`config.mk`:
```
export PLATFORM = sky130hd
export DESIGN_NAME = sat_counter
export DESIGN_NICKNAME = d
export VERILOG_FILES = /design/src/rtl/counter_stream_checker_sat_counter.sv
export SDC_FILE = /design/constraint.sdc
export NUM_CORES = 1
export LEC_CHECK = 0
export ABC_CLOCK_PERIOD_IN_PS = 1800
export BUFFER_PORTS_ARGS = -buffer_cell sky130_fd_sc_hd__buf_2
export CORE_AREA = 2 2 39 41
export CTS_CLUSTER_DIAMETER = 50
export DETAILED_ROUTE_END_ITERATION = 8
export DIE_AREA = 0 0 41 43
export GPL_TIMING_DRIVEN = 0
export PLACE_DENSITY = 0.56
export SLEW_MARGIN = 20
export SYNTH_ARGS = -nofsm -noshare
export SYNTH_HDL_FRONTEND = slang
export SYNTH_SLANG_ARGS = --single-unit
```
`constraint.sdc`:
```
create_clock -name clk -period 1.8 [get_ports clk]
set_input_delay 0.18 -clock clk [delete_from_list [all_inputs] [get_ports clk]]
set_output_delay 0.18 -clock clk [all_outputs]
set_load 0.02 [all_outputs]
```
`src/rtl/counter_stream_checker_sat_counter.sv`:
```
// ---------------------------------------------------------------------------
// sat_counter
// Saturating event counter used for the wrap count.
// Ports:
//   clk    : clock, rising edge
//   rst_n  : asynchronous active-low reset
//   inc    : count one event this cycle (stops at all-ones)
//   clr    : synchronous clear; an inc in the same cycle still counts,
//            so clr+inc leaves the counter at 1
//   count  : current count
// ---------------------------------------------------------------------------
module sat_counter #(
  parameter int WRAP_W = 8
) (
  input  logic              clk,
  input  logic              rst_n,
  input  logic              inc,
  input  logic              clr,
  output logic [WRAP_W-1:0] count
);

  always_ff @(posedge clk or negedge rst_n) begin
    if (!rst_n) begin
      count <= '0;
    end else if (clr) begin
      count <= inc ? WRAP_W'(1) : '0;
    end else if (inc && (count != '1)) begin
      count <= count + WRAP_W'(1);
    end
  end

endmodule

```
Word level (Yosys, flattened, before mapping)
Cells that the tools add are included.
Widths: inputs -> output; s select.
{"block": "totals", "reg_bits": 8, "input_bits": 4, "out_inout_bits": 8, "word_cells": 8}
{"block": "classes", "add_sub_neg": 1, "eq_ne": 1, "n_mux": 3, "n_reduce_logical": 2}
{"cell": "$mux 8", "n": 2}
{"cell": "$add 8x1->8 const B", "n": 1}
{"cell": "$ne 8x8->1 const B", "n": 1}
{"cell": "$reduce_bool 2->1", "n": 1}
{"cell": "$logic_and 1x1->1", "n": 1}
{"cell": "$mux 1", "n": 1}

Depth between registers and ports, before layout
Gate-level depths: netlist of the first run.
{"block": "depth", "word_depth": 4, "depth_mapped": 4, "mapped_depth_nobuf": 4}

Worst setup path after synthesis of the first run
Ideal clock, no wire load.
{"block": "synth_path", "kind": "register to register", "startpoint": "register count[0]", "endpoint": "register count[5]", "setup_ns": 0.132, "arrival_ns": 1.352, "required_ns": 1.668, "slack_ns": 0.316, "path_stages_with_launch": 5, "path_buffers": 0, "synth_period_minus_slack_ns": 1.484, "cell_sequence": "dfrtp_1 > ha_1 > and3_1 > a2111oi_2 > nor3b_1"}
{"block": "synth_between", "elab_chain_cells": 3, "elab_cells_between_ends": 6, "classes_between": "add/sub (1); eq/ne (1); mux (2); reduce/logical (2)"}
{"element": "start, declared", "line_no": "19", "rtl": "output logic [WRAP_W-1:0] count"}
{"element": "start signal, assigned", "line_no": "26", "rtl": "count <= inc ? WRAP_W'(1) : '0;"}
{"element": "start signal, assigned", "line_no": "28", "rtl": "count <= count + WRAP_W'(1);"}
{"element": "$add 8x1->8 or $ne 8x8->1 (tied branches)", "line_no": "28, 27"}
{"element": "$mux 8 or $logic_and 1x1->1 (tied branches)", "line_no": "27", "rtl": "end else if (inc && (count != '1)) begin"}
{"element": "$mux 8 or $reduce_bool 2->1 (tied branches)"}
Several ways; a longest one is shown, not always the timed one. The select of a mux whose other input is x is not followed.
A chain may end at the register's enable or synchronous reset.

Final worst setup path of the first run
Ends and elaborated chain as after synthesis.

==> results of run 1 <==
[power by group]
part / internal, mW / switching (mW)
logic: 0.0195 / 0.0283
registers: 0.187 / 0.00891
clock network: 0.0768 / 0.0689
total: 0.283 / 0.106
[per-layer routing]
metal	track usage [%]	part of all wire, %	up-vias
met1	18.57	47	198
met2	18.13	46	7
li1	-	-	216
met3	4.712	4.1	5
met4	10.00	3.5	0
met5	0	0	-
[cells in the final DEF, fill, tap and decap left out, types with 2 or more instances in the layout]
cell type,synthesis,final
nand2b_1,4,4
or3_1,2,2
a21oi_1,5,5
buf_2,0,11
dfrtp_1,8,8
nand2_1,3,3
and3_1,2,2
inv_1,2,2
clkbuf_4,0,3
o21ai_0,2,2
[kinds of logic (layout without fill, tap and decap cells)]
family	after synthesis	count (layout)	share of synthesized area, %
flip-flops	8	8	42.33
multiplexers	1	1	2.116
AND/OR/NAND/NOR	18	18	25.66
adder cells (fa/ha/maj)	1	1	2.645
AO/OA/AOI/OAI	15	15	23.28
buffers and inverters	4	19	3.969
[Yosys cell counts]
| cell type | count |
|---|---|
| dfrtp_1 | 8 |
| a21oi_1 | 5 |
| nand2b_1 | 4 |
| nand2_1 | 3 |
| and3_1 | 2 |
| inv_1 | 2 |
| o21ai_0 | 2 |
| or3_1 | 2 |
| a2111oi_2 | 1 |
| a211o_1 | 1 |
| a211oi_1 | 1 |
| a21boi_2 | 1 |
| a311oi_1 | 1 |
| a41oi_1 | 1 |
| and4_4 | 1 |
| and4bb_2 | 1 |
| buf_4 | 1 |
| clkbuf_1 | 1 |
| ha_1 | 1 |
| mux2i_1 | 1 |
| nand3_1 | 1 |
| nand4_1 | 1 |
| nand4_2 | 1 |
| nor3_1 | 1 |
| nor3b_1 | 1 |
| o211ai_1 | 1 |
| o31ai_1 | 1 |
[worst max path at each step]
stage                               from                   end  depth (start not counted)
global placement    count[0]$_DFFE_PN0P_  count[5]$_DFFE_PN0P_                          4
CTS                 count[0]$_DFFE_PN0P_  count[5]$_DFFE_PN0P_                          4
detailed placement  count[0]$_DFFE_PN0P_  count[5]$_DFFE_PN0P_                          4
global route        count[0]$_DFFE_PN0P_  count[5]$_DFFE_PN0P_                          4
finish              count[0]$_DFFE_PN0P_  count[5]$_DFFE_PN0P_                          4
floorplan           count[0]$_DFFE_PN0P_  count[5]$_DFFE_PN0P_                          4
[what timing repair did]
action | in CTS | in global routing
hold buffers | 1 | 0
hold endpoints to repair | 8 | 0
setup endpoints to repair | 0 | 0
[critical path, stage by stage, from the launching register on]
cell and delay (ns):
dfrtp_1 0.43, ha_1 0.25, and3_1 0.24, a2111oi_2 0.36
nor3b_1 0.08
[area by class of cell]
cell class | count | area, um^2 | share of cell area (%)
multi-input combinational | 35 | 254.0 | 43.75
sequential | 8 | 200.2 | 34.48
timing repair buffer | 12 | 65.06 | 11.21
clock buffer | 3 | 22.52 | 3.879
tap | 16 | 20.02 | 3.448
buffer | 2 | 11.26 | 1.940
inverter | 2 | 7.507 | 1.293
==> metrics, run 1 <==
HPWL Detailed 742.8 um; HP Start clr; leak pwr 0.2676 nW; max-slew violation count 0; drc violations 0; final instance area 580.6 um^2; WL per Instance 13.29 um; measured slew at the worst slew-check pin 0.3752 ns; RSZ-0062 raised after global routing no; reg-to-reg endpoint count[5]$_DFFE_PN0P_; First-pass DRT Iterations 4; crit path capture type register; syn nets 52; diode count 0; full die area 0.001763 mm^2; ranking of synthesized cells by area dfrtp_1 42%, a21oi_1 5.3%, nand2b_1 5.3%; Clock transition at path regs 0.06 ns; hold slack 0.2009 ns; Period minus WS final 1.493 ns; final non-filler cell total 78; Synth Register Bits 8; die width 41 um; Final WS setup 0.3070 ns; IO Port Bufs 11; hold endpoint count[3]$_DFFE_PN0P_; first-pass GRT wire length 1593 um; number of flip-flops in the largest register 8; WHS Path Cells 3; maximum vdd drop 0.2260 mV; overall power 389.0 uW; antenna-violating nets left 0; Hold Crit Class in -> reg; Total Neg Setup Slack 0 ns; largest net degree at the start of global routing 11; largest registers count: 8 flops; via/cell ratio 5.462; vias in the first global route 356; Clock Skew 0.004833 ns; critical path required time 1.93 ns; setup bufs post-CTS 0; total number of vias 426; clk root buf clkbuf_4; top-area cell type share of the netlist area 42.33%; initial antenna violation count 0; Post-DP Area 548.0 um^2; FP Rows 14; outcome completed; cell area after synthesis 473.0 um^2; endpoints failing hold 0; CP Class reg -> reg; critical path arrival 1.63 ns; final WL 1037 um; R2R depth 4; Seq/Total Area, Yosys 42.33%; Yosys Warn Count 0; share of post-route cells with drive strength above 1 32.26%; post-CTS sizing 0; Slew HR 74.99%; CP Max Fanout 5; fill count 141; Placed Cells 74; CTS tree done; Final setup viols 0; drt initial violations 8; Mean Syn Cell Area 10.06 um^2; r2r startpoint count[0]$_DFFE_PN0P_; Skew-Pair Late Insertion Delay 0.26 ns; Tot GR Track Use 14.01%; DIE HEIGHT 43 um; kind of launch point of the worst setup path register; pre-CTS setup slack 0.3096 ns; synthesis-to-finish area growth 22.75%; leading area contributor after synthesis dfrtp_1; Pwr Density 670.1 mW/mm^2; Starting Density 34.18%; Clock Sink Count 8; CTS Buf Count 3; placer congestion estimate 0.7210; Yosys cell types 27; Largest Register count; total gr overflow 0; r2r setup slk 0.31 ns; # IOs 12; Final Cycle Share 82.95%; total of max-cap violations 0; core area 0.001384 mm^2; fin util 41.95%; nets 69; CTS H-tree lvls 1; Max Clk Rate 0.6698 GHz; Gate Count Post-Synth 47; Longest Clk Path Bufs 2
Note: power is estimated with default switching activity, not from simulation.
==> inputs of run 2 (changes only) <==
- ABC_CLOCK_PERIOD_IN_PS: 1800 -> 1390
- clock period: 1.8 -> 1.39 ns (I/O delays scaled with it)
==> metrics, run 2 (same netlist as run 1, synthesis figures left out) <==
Starting Density 34.18% (unchanged); maximum vdd drop 0.5537 mV (was 0.2260 mV); Int Pwr 376.3 uW (was 282.9 uW); DIE HEIGHT 43 um (unchanged); leak pwr 0.2712 nW (was 0.2676 nW); final WL 1001 um (was 1037 um); RSZ-0062 raised after global routing no (unchanged); outcome completed (unchanged); crit path cell chain ha_2 -> and3_1 -> and4bb_2 -> nor3_1 (was ha_1 -> and3_1 -> a2111oi_2 -> nor3b_1); Period minus WS final 1.301 ns (was 1.493 ns); total number of vias 407 (was 426); fill count 144 (was 141); endpoints failing hold 0 (unchanged); most common cell after layout, fill and taps aside buf_2 (unchanged); HPWL Detailed 724.5 um (was 742.8 um); antenna-violating nets left 0 (unchanged); vias in the first global route 350 (was 356); core area 0.001384 mm^2 (unchanged); FF/Latch Area 202.7 um^2 (was 200.2 um^2); diode count 0 (unchanged); drt initial violations 2 (was 8); Final setup viols 0 (unchanged); hold slack 0.1636 ns (was 0.2009 ns); drc violations 0 (unchanged); Largest stage delay, worst path 0.40 ns (was 0.43 ns); P_sw 123.5 uW (was 106.2 uW); critical path required time 1.55 ns (was 1.93 ns); WL per Instance 12.51 um (was 13.29 um); IO Port Bufs 11 (unchanged); first-pass GRT wire length 1462 um (was 1593 um); total of max-cap violations 0 (unchanged); # IOs 12 (unchanged); Skew-Pair Late Insertion Delay 0.25 ns (was 0.26 ns); largest net degree at the start of global routing 11 (unchanged); Longest Clk Path Bufs 2 (unchanged); full die area 0.001763 mm^2 (unchanged); initial antenna violation count 0 (unchanged); Final Cycle Share 93.57% (was 82.95%); combinational power share 15.4% (was 12.3%); commonest non-fill, non-tap cells in the layout 11 x buf_2, 6 x dfrtp_1, 5 x a21oi_1 (was 11 x buf_2, 8 x dfrtp_1, 5 x a21oi_1); CP Max Fanout 5 (unchanged); CP delay by family, top simple AND/OR/NAND/NOR gates (was flip-flops); CTS tree done (unchanged); FP Rows 14 (unchanged); number of flip-flops in the largest register 8 (unchanged); First-pass DRT Iterations 2 (was 4); Pwr Density 808.5 mW/mm^2 (was 670.1 mW/mm^2); Max Clk Rate 0.7689 GHz (was 0.6698 GHz); share of post-route cells with drive strength above 1 40.63% (was 32.26%); Clock Skew 0.002208 ns (was 0.004833 ns); nets 71 (was 69); WP buf/inv 0 (unchanged); critical path arrival 1.47 ns (was 1.63 ns); sequential power share 50.2% (about the same); Total Neg Setup Slack 0 ns (unchanged); Hold Crit Class in -> reg (unchanged); CTS Buf Count 3 (unchanged); Clock Sink Count 8 (unchanged); switching share of power 24.70% (was 27.29%); kind of launch point of the worst setup path register (unchanged); die width 41 um (unchanged); placer congestion estimate 0.7282 (was 0.7210); Largest Register count (unchanged); CP Class reg -> reg (unchanged); crit path capture type register (unchanged); CP max-delay cell dfrtp_2 (was dfrtp_1); synthesis-to-finish area growth 30.69% (was 22.75%); Tot GR Track Use 12.88% (was 14.01%); Clock Power Share 34.3% (was 37.5%); largest registers count: 8 flops (unchanged); Multi-input gate area 274.0 um^2 (was 254.0 um^2); Slew HR 74.98% (was 74.99%); total gr overflow 0 (unchanged); Clock transition at path regs 0.05 ns (was 0.06 ns); via/cell ratio 5.088 (was 5.462); measured slew at the worst slew-check pin 0.3753 ns (was 0.3752 ns); max-slew violation count 0 (unchanged); clk root buf clkbuf_4 (unchanged); CTS H-tree lvls 1 (unchanged)
-- run 2: cell count changes in the layout (fill, tap and decap cells not counted) --
cell / before / now
and3_1: 2 / 1
a2111oi_4: 0 / 1
dfrtp_1: 8 / 6
dfrtp_2: 0 / 2
and3_4: 0 / 1
a2111oi_2: 1 / 0
buf_4: 1 / 3
ha_2: 0 / 1
ha_1: 1 / 0
-- run 2: timing repair --
item / 4_1_cts / 5_1_grt
cloned: 0 / 0
hold buffers: 1 / 0
endpoints found under the hold margin: 8 / 0
gates resized for setup: 0 / 1
pin swaps: 0 / 1
setup endpoints to repair: 1 / 1
setup buffers: 1 / 1
-- run 2: path summary, 6_finish.rpt --
kind / start / to / slack (ns) / cells past startpoint
min in group asynchronous: rst_n / count[4]$_DFFE_PN0P_ / 0.25 / 2
hold / removal: clr / count[3]$_DFFE_PN0P_ / 0.16 / 3
max in group asynchronous: rst_n / count[1]$_DFFE_PN0P_ / 0.95 / 2
hold reg to reg: count[1]$_DFFE_PN0P_ / count[1]$_DFFE_PN0P_ / 0.58 / 2
setup reg to reg: count[0]$_DFFE_PN0P_ / count[6]$_DFFE_PN0P_ / 0.09 / 4
setup / recovery: count[0]$_DFFE_PN0P_ / count[6]$_DFFE_PN0P_ / 0.09 / 4
-- run 2: final cells by class --
type	instances	share of cell area, %
Clock buffer	3	3.644
Multi-Input combinational cell	35	44.33
Tap cell	16	3.239
Timing Repair Buffer	14	12.96
Sequential cell	8	32.79
Inverter	2	1.215
Buffer	2	1.822
-- run 2: worst min-delay path, stage by stage --
cell and delay, ns:
buf_2 0.08, or3_1 0.09, o21ai_0 0.06
-- run 2: routing by layer --
| layer | track usage [%] | wire (um) | vias up |
|---|---|---|---|
| met2 | 18.75 | 473 | 8 |
| met5 | 0 | 0 | - |
| met3 | 9.424 | 49 | 2 |
| met1 | 13.27 | 466 | 180 |
| li1 | - | - | 217 |
| met4 | 6.000 | 11 | 0 |
-- run 2: power by group through the flow --
stage / Clock (mW) / Sequential, mW / Combinational, mW
floorplan: 0 / 0.269 / 0.0261
global placement: 0 / 0.259 / 0.0613
detailed placement: 0 / 0.260 / 0.0611
CTS: 0.182 / 0.253 / 0.0722
global route: 0.194 / 0.252 / 0.0864
finish: 0.172 / 0.251 / 0.0772
-- run 2: stage by stage --
step	instances	utilization, %	instance area [um^2]	setup WS [ns]	power [mW]
floorplan	47	-	483.0	0.008978	0.2947
detailed placement	74	40.33	558.0	-0.01156	0.3206
finish	80	44.67	618.1	0.08936	0.4997
CTS	79	43.22	598.1	0.007440	0.5070
global route	80	44.67	618.1	0.01908	0.5324
global placement	74	40.33	558.0	0.008299	0.3202
==> inputs of run 3 (changes only) <==
- BUFFER_PORTS_ARGS: -buffer_cell sky130_fd_sc_hd__buf_2 -> not set
- DONT_BUFFER_PORTS: not set -> 1
- PLACE_DENSITY: 0.56 -> 0.48
==> metrics, run 3 (same netlist as run 1, synthesis figures left out) <==
critical path required time 1.55 ns (about the same); Multi-input gate area 294.0 um^2 (was 274.0 um^2); Clock Power Share 38.5% (was 34.3%); total number of vias 402 (was 407); pre-CTS setup slack -0.07274 ns (was -0.01156 ns); maximum vdd drop 0.4538 mV (was 0.5537 mV); placer congestion estimate 0.7343 (was 0.7282); drt initial violations 6 (was 2); nets 58 (was 71); antenna-violating nets left 0 (unchanged); RSZ-0062 raised after global routing yes (was no); Total Neg Setup Slack -0.01268 ns (was 0 ns); diode count 0 (unchanged); synthesis-to-finish area growth 21.96% (was 30.69%); First-pass DRT Iterations 4 (was 2); endpoints failing hold 0 (unchanged); IO Port Bufs 0 (was 11); overall power 510.1 uW (was 499.7 uW); Slew HR 72.92% (was 74.98%); kind of launch point of the worst setup path register (unchanged); Starting Density 34.18% (unchanged); outcome finished, violations left (was completed); initial antenna violation count 0 (unchanged); sequential power share 53.1% (was 50.2%); most common cell after layout, fill and taps aside dfrtp_2 (was buf_2); Hold Crit Class in -> reg (unchanged); first-pass GRT wire length 2014 um (was 1462 um); commonest non-fill, non-tap cells in the layout 6 x dfrtp_2, 4 x a21oi_1, 4 x nand2b_1 (was 11 x buf_2, 6 x dfrtp_1, 5 x a21oi_1); total gr overflow 0 (unchanged); Period minus WS final 1.399 ns (was 1.301 ns); max-slew violation count 0 (unchanged); Tot GR Track Use 17.05% (was 12.88%); fin util 41.68% (was 44.67%); Clock Skew 0.01039 ns (was 0.002208 ns); clk root buf clkbuf_4 (unchanged); measured slew at the worst slew-check pin 0.4062 ns (was 0.3753 ns); full die area 0.001763 mm^2 (unchanged); drc violations 0 (unchanged); core area 0.001384 mm^2 (unchanged); die width 41 um (unchanged); switching share of power 26.56% (was 24.70%); CTS H-tree lvls 1 (unchanged); Clock Sink Count 8 (unchanged); fill count 153 (was 144); total of max-cap violations 0 (unchanged); crit path capture type register (unchanged); combinational power share 8.3% (was 15.4%); Final Cycle Share 100.6% (was 93.57%); Pwr Density 884.4 mW/mm^2 (was 808.5 mW/mm^2); share of post-route cells with drive strength above 1 38.46% (was 40.63%); Longest Clk Path Bufs 2 (unchanged); WL per Instance 16.68 um (was 12.51 um); setup bufs post-CTS 0 (was 1); via/cell ratio 5.912 (was 5.088); number of flip-flops in the largest register 8 (unchanged); critical path arrival 1.56 ns (was 1.47 ns); DIE HEIGHT 43 um (unchanged); CTS tree done (unchanged); Int Pwr 374.6 uW (was 376.3 uW); final WL 1134 um (was 1001 um); Max Clk Rate 0.7149 GHz (was 0.7689 GHz); # IOs 12 (unchanged); P_sw 135.5 uW (was 123.5 uW); violated checks negative setup slack; FP Rows 14 (unchanged); final non-filler cell total 68 (was 80); CP Max Fanout 5 (unchanged); Final setup viols 2 (was 0); largest net degree at the start of global routing 11 (unchanged); largest registers count: 8 flops (unchanged); Largest Register count (unchanged); FF/Latch Area 207.7 um^2 (was 202.7 um^2); Skew-Pair Late Insertion Delay 0.26 ns (was 0.25 ns); Placed Cells 63 (was 74); CTS Buf Count 3 (unchanged); vias in the first global route 441 (was 350); Clock transition at path regs 0.06 ns (was 0.05 ns); CP Class reg -> reg (unchanged); leak pwr 0.2046 nW (was 0.2712 nW); Final WS setup -0.008793 ns (was 0.08936 ns)
[run 3: cell count changes in the layout (fill, tap and decap cells not counted), sizes merged]
cell    delta
buf       -13
clkbuf     +1
[run 3: through the flow]
step,hold WS [ns],instance area [um^2]
floorplan,-0.1566,483.0
global placement,-0.1564,503.0
detailed placement,-0.1564,503.0
CTS,0.02079,571.8
global route,0.07031,576.8
finish,0.03257,576.8
[run 3: path summary, 6_finish.rpt]
check	start	end	slack [ns]	cells after the start
max	count[0]$_DFFE_PN0P_	count[6]$_DFFE_PN0P_	-0.009	4
min	inc	count[0]$_DFFE_PN0P_	0.03	2
max reg2reg	count[0]$_DFFE_PN0P_	count[6]$_DFFE_PN0P_	-0.009	4
min reg2reg	count[1]$_DFFE_PN0P_	count[1]$_DFFE_PN0P_	0.68	2
max in group asynchronous	rst_n	count[2]$_DFFE_PN0P_	0.85	1
min in group asynchronous	rst_n	count[7]$_DFFE_PN0P_	0.23	1
[run 3: area by class of cell]
cell class | instances | share of cell area [%]
multi-input cells | 35 | 50.98
flip-flops and latches | 8 | 36.01
clock buffers | 4 | 4.555
well taps | 16 | 3.471
plain buffers | 2 | 1.952
repair buffers | 1 | 1.735
inverters | 2 | 1.302
[run 3: what timing repair did]
action	in CTS	in global routing
pin swaps	3	1
endpoints found under the setup margin	6	7
gates resized for setup	5	4
hold endpoints to repair	8	0
hold buffers	1	0
[run 3: critical path, stage by stage, from the launching register on]
cell and delay [ns]:
dfrtp_2 0.49, ha_4 0.19, and3_2 0.22, and4bb_2 0.22, nor3_1 0.16
[run 3: power by group through the flow]
| stage | Clock [mW] | Sequential (mW) | Combinational (mW) |
|---|---|---|---|
| after floorplan | 0 | 0.269 | 0.0261 |
| after global placement | 0 | 0.272 | 0.0294 |
| after detailed placement | 0 | 0.273 | 0.0328 |
| after CTS | 0.202 | 0.271 | 0.0445 |
| after global routing | 0.222 | 0.274 | 0.0521 |
| final | 0.196 | 0.271 | 0.0426 |
[run 3: per-layer routing]
layer  up-vias  part of all wire (%)  track usage, %
met5         -                     0               0
met4         0                     0           8.000
met3         0                   6.3           5.236
met2        13                    50           24.06
met1       196                    43           22.88
li1        193                     -               -
